## src/rtl/llsc_mem_ctrl_if.sv

```systemverilog
// MEM-stage ll/sc bus: the pipeline's MEM-stage controls and operands for
// one instruction, and the sc decision plus LLbit write going back out.
// Handshake: there is no ready. An instruction is consumed on a rising edge
// exactly when valid_i=1, stall=0 and flush=0. sc decisions are
// combinational in the same cycle. LLbit_we_o/LLbit_value_o are registered
// and describe the write the LLbit register performs on the following edge.
interface llsc_mem_ctrl_if;
    logic        flush;
    logic        stall;
    logic        valid_i;
    logic        is_ll_i;
    logic        is_sc_i;
    logic        is_store_i;
    logic [31:0] mem_addr_i;
    logic        LLbit_i;
    logic        mem_we_o;
    logic        sc_result_o;
    logic        LLbit_we_o;
    logic        LLbit_value_o;
    logic        link_valid_o;
    logic [31:0] link_addr_o;

    // Pipeline side: drives the instruction, observes the decision.
    modport master (
        output flush, stall, valid_i, is_ll_i, is_sc_i, is_store_i,
               mem_addr_i, LLbit_i,
        input  mem_we_o, sc_result_o, LLbit_we_o, LLbit_value_o,
               link_valid_o, link_addr_o
    );

    // Controller side.
    modport slave (
        input  flush, stall, valid_i, is_ll_i, is_sc_i, is_store_i,
               mem_addr_i, LLbit_i,
        output mem_we_o, sc_result_o, LLbit_we_o, LLbit_value_o,
               link_valid_o, link_addr_o
    );
endinterface

```

## src/rtl/llsc_mem_ctrl.sv

```systemverilog
// MEM-stage ll/sc controller. Tracks the linked word, decides sc success
// combinationally, and issues the registered LLbit write consumed at WB.
// Its own in-flight LLbit write is forwarded so back-to-back ll/sc works.
// Optional macro LLSC_TIMEOUT_EN: a live link is force-cleared after
// TIMEOUT_CYCLES unstalled cycles without an ll/sc/matching-store event.
// The FSM state is visible as link_valid_o (1 = LINKED).
module llsc_mem_ctrl #(
    parameter int TIMEOUT_CYCLES = 1024,
    parameter int CNT_W          = 11
) (
    input  logic           clk,
    input  logic           rst,
    llsc_mem_ctrl_if.slave bus
);

    typedef enum logic {
        IDLE   = 1'b0,
        LINKED = 1'b1
    } state_t;

    state_t      state_q, state_d;
    logic [29:0] link_addr_q, link_addr_d;
    logic        llbit_we_q, llbit_we_d;
    logic        llbit_val_q, llbit_val_d;

    logic act;
    logic aligned;
    logic addr_hit;
    logic eff_llbit;
    logic sc_ok;

    // Counter must be able to represent TIMEOUT_CYCLES-1.
    if ((2 ** CNT_W) <= TIMEOUT_CYCLES) begin : g_cnt_w_check
        $error("CNT_W too small for TIMEOUT_CYCLES");
    end

    assign act       = bus.valid_i & ~bus.stall & ~bus.flush;
    assign aligned   = (bus.mem_addr_i[1:0] == 2'b00);
    assign addr_hit  = (bus.mem_addr_i[31:2] == link_addr_q);
    // A write still on its way to the LLbit register overrides its value.
    assign eff_llbit = llbit_we_q ? llbit_val_q : bus.LLbit_i;
    assign sc_ok     = bus.valid_i & bus.is_sc_i & eff_llbit & (state_q == LINKED)
                     & addr_hit & aligned & ~bus.flush;

`ifdef LLSC_TIMEOUT_EN
    localparam logic [CNT_W-1:0] CNT_LAST = CNT_W'(TIMEOUT_CYCLES - 1);

    logic [CNT_W-1:0] cnt_q, cnt_d;
    logic             link_event;

    assign link_event = act & ((bus.is_ll_i & aligned) | bus.is_sc_i
                             | (bus.is_store_i & (state_q == LINKED) & addr_hit));

    // Link-age counter register.
    always_ff @(posedge clk or posedge rst) begin
        if (rst) begin
            cnt_q <= '0;
        end else begin
            cnt_q <= cnt_d;
        end
    end
`endif

    // State register plus registered LLbit write and linked word.
    always_ff @(posedge clk or posedge rst) begin
        if (rst) begin
            state_q     <= IDLE;
            link_addr_q <= '0;
            llbit_we_q  <= 1'b0;
            llbit_val_q <= 1'b0;
        end else begin
            state_q     <= state_d;
            link_addr_q <= link_addr_d;
            llbit_we_q  <= llbit_we_d;
            llbit_val_q <= llbit_val_d;
        end
    end

    // Next-state: flush beats stall beats ll/sc/store decode.
    always_comb begin
        state_d     = state_q;
        link_addr_d = link_addr_q;
        llbit_we_d  = 1'b0;
        llbit_val_d = llbit_val_q;
`ifdef LLSC_TIMEOUT_EN
        cnt_d       = cnt_q;
`endif
        if (bus.flush) begin
            state_d     = IDLE;
            llbit_val_d = 1'b0;
`ifdef LLSC_TIMEOUT_EN
            cnt_d       = '0;
`endif
        end else if (!bus.stall) begin
`ifdef LLSC_TIMEOUT_EN
            if (state_q == LINKED) begin
                cnt_d = cnt_q + 1'b1;
                if (cnt_q == CNT_LAST && !link_event) begin
                    state_d     = IDLE;
                    llbit_we_d  = 1'b1;
                    llbit_val_d = 1'b0;
                    cnt_d       = '0;
                end
            end
`endif
            if (act && bus.is_ll_i) begin
                // Misaligned ll leaves everything alone; the exception is raised elsewhere.
                if (aligned) begin
                    state_d     = LINKED;
                    link_addr_d = bus.mem_addr_i[31:2];
                    llbit_we_d  = 1'b1;
                    llbit_val_d = 1'b1;
`ifdef LLSC_TIMEOUT_EN
                    cnt_d       = '0;
`endif
                end
            end else if (act && bus.is_sc_i) begin
                // Any sc, successful or not, consumes the link.
                state_d     = IDLE;
                llbit_we_d  = 1'b1;
                llbit_val_d = 1'b0;
            end else if (act && bus.is_store_i && state_q == LINKED && addr_hit) begin
                state_d     = IDLE;
                llbit_we_d  = 1'b1;
                llbit_val_d = 1'b0;
            end
        end
    end

    // Outputs: combinational sc decision and registered LLbit write.
    always_comb begin
        bus.mem_we_o      = sc_ok;
        bus.sc_result_o   = sc_ok;
        bus.LLbit_we_o    = llbit_we_q;
        bus.LLbit_value_o = llbit_val_q;
        bus.link_valid_o  = (state_q == LINKED);
        bus.link_addr_o   = {link_addr_q, 2'b00};
    end

endmodule

```

## src/flat_wrapper.sv

```systemverilog
// flat-port wrapper written by rule: the top's interface ports become plain ports
module llsc_mem_ctrl_flat 
#(
    parameter int TIMEOUT_CYCLES = 1024,
    parameter int CNT_W          = 11
)
  (clk, rst, bus_flush, bus_stall, bus_valid_i, bus_is_ll_i, bus_is_sc_i, bus_is_store_i, bus_mem_addr_i, bus_LLbit_i, bus_mem_we_o, bus_sc_result_o, bus_LLbit_we_o, bus_LLbit_value_o, bus_link_valid_o, bus_link_addr_o);
  llsc_mem_ctrl_if bus_i ();
  input  logic clk;
  input  logic rst;
  input wire logic [$bits(bus_i.flush)-1:0] bus_flush;
  input wire logic [$bits(bus_i.stall)-1:0] bus_stall;
  input wire logic [$bits(bus_i.valid_i)-1:0] bus_valid_i;
  input wire logic [$bits(bus_i.is_ll_i)-1:0] bus_is_ll_i;
  input wire logic [$bits(bus_i.is_sc_i)-1:0] bus_is_sc_i;
  input wire logic [$bits(bus_i.is_store_i)-1:0] bus_is_store_i;
  input wire logic [$bits(bus_i.mem_addr_i)-1:0] bus_mem_addr_i;
  input wire logic [$bits(bus_i.LLbit_i)-1:0] bus_LLbit_i;
  output wire logic [$bits(bus_i.mem_we_o)-1:0] bus_mem_we_o;
  output wire logic [$bits(bus_i.sc_result_o)-1:0] bus_sc_result_o;
  output wire logic [$bits(bus_i.LLbit_we_o)-1:0] bus_LLbit_we_o;
  output wire logic [$bits(bus_i.LLbit_value_o)-1:0] bus_LLbit_value_o;
  output wire logic [$bits(bus_i.link_valid_o)-1:0] bus_link_valid_o;
  output wire logic [$bits(bus_i.link_addr_o)-1:0] bus_link_addr_o;
  assign bus_i.flush = bus_flush;
  assign bus_i.stall = bus_stall;
  assign bus_i.valid_i = bus_valid_i;
  assign bus_i.is_ll_i = bus_is_ll_i;
  assign bus_i.is_sc_i = bus_is_sc_i;
  assign bus_i.is_store_i = bus_is_store_i;
  assign bus_i.mem_addr_i = bus_mem_addr_i;
  assign bus_i.LLbit_i = bus_LLbit_i;
  assign bus_mem_we_o = bus_i.mem_we_o;
  assign bus_sc_result_o = bus_i.sc_result_o;
  assign bus_LLbit_we_o = bus_i.LLbit_we_o;
  assign bus_LLbit_value_o = bus_i.LLbit_value_o;
  assign bus_link_valid_o = bus_i.link_valid_o;
  assign bus_link_addr_o = bus_i.link_addr_o;
  llsc_mem_ctrl #(.TIMEOUT_CYCLES(TIMEOUT_CYCLES), .CNT_W(CNT_W)) u_core (.clk(clk), .rst(rst), .bus(bus_i));
endmodule
```

## config.mk

```make
export PLATFORM = sky130hd
export DESIGN_NAME = llsc_mem_ctrl_flat
export DESIGN_NICKNAME = d
export VERILOG_FILES = /design/src/rtl/llsc_mem_ctrl_if.sv /design/src/rtl/llsc_mem_ctrl.sv /design/src/flat_wrapper.sv
export SDC_FILE = /design/constraint.sdc
export NUM_CORES = 1
export LEC_CHECK = 0
export CORE_ASPECT_RATIO = 1.75
export CORE_MARGIN = 5
export CORE_UTILIZATION = 42
export CTS_CLUSTER_DIAMETER = 30
export DETAILED_ROUTE_END_ITERATION = 16
export PLACE_DENSITY_LB_ADDON = 0.1
export SLEW_MARGIN = 20
export SYNTH_ARGS = -nofsm -noshare
export SYNTH_HDL_FRONTEND = slang
export SYNTH_SLANG_ARGS = --single-unit
```

## constraint.sdc

```tcl
create_clock -name clk -period 2.1 [get_ports clk]
set_clock_uncertainty 0.05 [all_clocks]
set_input_delay 0.525 -clock clk [delete_from_list [all_inputs] [get_ports clk]]
set_output_delay 0.525 -clock clk [all_outputs]
set_load 0.01 [all_outputs]
```

==> reports/qor.csv <==
stage,metric,value,unit
final_layout,FILL cells,314,
detailed_routing,vias post-DR,1445,
timing,Max Transition Viols Final,0,
detailed_routing,DRT antenna net count,0,
place,Placer Congestion,0.833,
yosys,Syn. warnings,0,
final_layout,P&R area growth vs syn,68.0,%
worst_setup_path,Critical Path Source Type,input port,
global_route,total global routing overflow,0,
worst_setup_path,"Req. time, crit path",1520,ps
global_route,initial antenna violation count,0,
place,placed cell count,286,
clock_tree,insertion delay to the later sink of the worst-skew pair,280,ps
timing,RSZ-0062 raised after global routing,true,
worst_setup_path,"setup slack, reg-to-reg",190,ps
final_layout,multi-input logic area,1020,um2
worst_setup_path,WS Path Type,in2out,
place,placed inst area,2880,um2
timing,Setup Viol. Count Final,2,
worst_setup_path,Critical Path Sink,bus_sc_result_o,
worst_setup_path,worst r2r dst,u_core.bus.link_valid_o,
global_route,first-pass GRT wire length,7.62,mm
timing,period utilisation layout,116,%
global_route,vias in the first global route,1670,
power,Final Power,2.30,mW
yosys,Post-Syn Area,1780,um2
detailed_routing,routed len/inst,16.3,um
power,VDD IR max,0.552,mV
final_layout,Non-Filler Instances,300,
final_layout,most frequent cells in the layout,"buf_4 (44), clkdlybuf4s50_1 (43), dfrtp_1 (32), mux2_4 (30), xnor2_1 (19)",
worst_setup_path,CP arrival,1870,ps
power,PwrDens,769,nW/um2
final_layout,"leading cell type in the layout, fill and taps excluded",buf_4,
clock_tree,CTS tree,yes,
final_layout,layout cell share with drive strength beyond 1,48.6,%
power,Leak,1.49,nW
yosys,post-synthesis cell count,129,
worst_setup_path,FF-to-FF path depth,11,
final_layout,post-route core utilization,72.7,%
clock_tree,Root Driver,clkbuf_8,
floorplan,chip height,96.1,um
timing,setup ws final,-340,ps
floorplan,num ports,78,
final_layout,Final #Nets,292,
detailed_routing,DR iter-0 viols,16,
detailed_routing,DRC viols,0,
timing,final hold vios,0,
worst_setup_path,Reg-to-Reg Start,u_core.link_addr_q[4],
floorplan,full die area,5690,um2
worst_setup_path,CP startpoint,bus_mem_addr_i[16],
final_layout,"Design Area, Final",2990,um2
floorplan,core area,4110,um2
timing,Max Fclk,410,MHz
global_route,global router's overall resource usage,18.0,%
yosys,Yosys cell types,22,
detailed_routing,Pre-Repair DR Iteration Count,4,
worst_setup_path,Crit. End Element,primary output,
clock_tree,Worst-path clk slew,70,ps
worst_hold_path,HP Class,in2reg,
floorplan,Core Rows,31,
clock_tree,total CTS buffers,5,
yosys,"FF+latch count, synth",32,
final_layout,Register Area,801,um2
place,I/O Buffers,75,
yosys,sequential share of the synthesized area,45.0,%
floorplan,starting density of the core,43.3,%
yosys,Mapped Avg Cell Area,13.8,um2
floorplan,chip width,59.2,um
detailed_routing,Vias per Instance,4.82,
flow_run,Max-cap violations,0,
clock_tree,Sink Count,32,
outcome,outcome,"finished, violations left",
detailed_routing,DRT Wirelength,4.89,mm
worst_setup_path,critical path peak fanout,2,
clock_tree,Clock Tree Buf Depth,2,
clock_tree,H-tree depth,2,
global_route,largest net degree at the start of global routing,33,
place,HPWL after detailed placement,3.72,mm
final_layout,# diodes,0,
timing,crit path time final,2440,ps
outcome,failing checks,negative setup slack,
[state kept, by name, summed over array words and instances, names as in the netlist]
signal                   flops
u_core.bus.LLbit_we_o        1
u_core.link_addr_q          30
u_core.bus.link_valid_o      1
[per-stage QoR]
stage          setup slack, ps  setup TNS (ps)  hold slack [ps]
6_report                  -340            -663              454
5_1_grt                   -413            -810              451
4_1_cts                   -382           -1000              453
3_5_place_dp             -1100           -4070              537
3_3_place_gp             -1090           -2420              529
2_1_floorplan            -54.9           -54.9              541
[per-layer routing]
metal | global-route usage (%) | part of all wire [%] | up-vias
li1 | - | - | 682
met1 | 18.4 | 36 | 702
met2 | 33.8 | 56 | 57
met3 | 5.64 | 6.9 | 4
met4 | 5.10 | 0.90 | 0
met5 | 0 | 0 | -
[repair_timing]
item,4_1_cts,5_1_grt
pin swaps,25,19
hold buffers,0,0
resized for setup,79,18
setup buffers,10,2
endpoints found under the setup margin,2,4
[worst min-delay path by stage]
stage                        endpoint  cells past startpoint  slack [ps]             startpoint
2_1_floorplan   u_core.link_addr_q[0]                      1         540  u_core.link_addr_q[0]
3_3_place_gp    u_core.link_addr_q[3]                      1         530  u_core.link_addr_q[3]
3_5_place_dp    u_core.link_addr_q[3]                      1         540  u_core.link_addr_q[3]
4_1_cts        u_core.link_addr_q[20]                      2         450     bus_mem_addr_i[22]
5_1_grt         u_core.link_addr_q[8]                      2         450     bus_mem_addr_i[10]
6_report        u_core.link_addr_q[8]                      2         450     bus_mem_addr_i[10]
[logic make-up after synthesis]
| family | Yosys count | share of synthesized area [%] |
|---|---|---|
| DFF | 32 | 45.0 |
| muxes | 31 | 25.9 |
| xor gates and xnor gates | 30 | 14.8 |
| and+or+nand+nor | 24 | 9.14 |
| buffers and inverters | 8 | 3.80 |
| AOI/OAI and AO/OA | 3 | 1.13 |
| other | 1 | 0.211 |
[critical path, cell delays in order]
cell	delay, ps
dlygate4sd2_1	260
xnor2_1	160
nand3_1	150
nor4_4	280
nand3_1	130
nor3_2	190
buf_2	180
[Yosys cell counts, drive strengths merged]
master	n	area [um2]
a21o	1	7.51
nor4	1	12.5
dfrtp	32	801
and2	1	6.26
conb	1	3.75
o21ai	1	5.00
mux2	31	462
nor2	4	15.0
nand3	3	27.5
nor3b	1	18.8
xnor2	30	263
nand3b	1	7.51
a22oi	1	7.51
and3b	1	8.76
buf	7	63.8
nand4	8	50.1
nand2	3	11.3
inv	1	3.75
nor3	1	5.00
[cell type report]
type	instances	area share, %
sequential	32	26.8
clock buffer	7	3.22
timing repair buffer	121	33.8
inverter	1	0.126
multi-input combinational	90	34.0
tap	49	2.05
[report_power, final]
| group | internal, mW | leakage, nW | total (mW) | switching, mW |
|---|---|---|---|---|
| Sequential | 0.731 | 0.411 | 0.828 | 0.0968 |
| Clock | 0.292 | 0.0503 | 0.508 | 0.216 |
| Combinational | 0.647 | 1.03 | 0.962 | 0.315 |
| Total | 1.67 | 1.49 | 2.30 | 0.628 |
No activity file was read; power rests on OpenSTA's default activity.
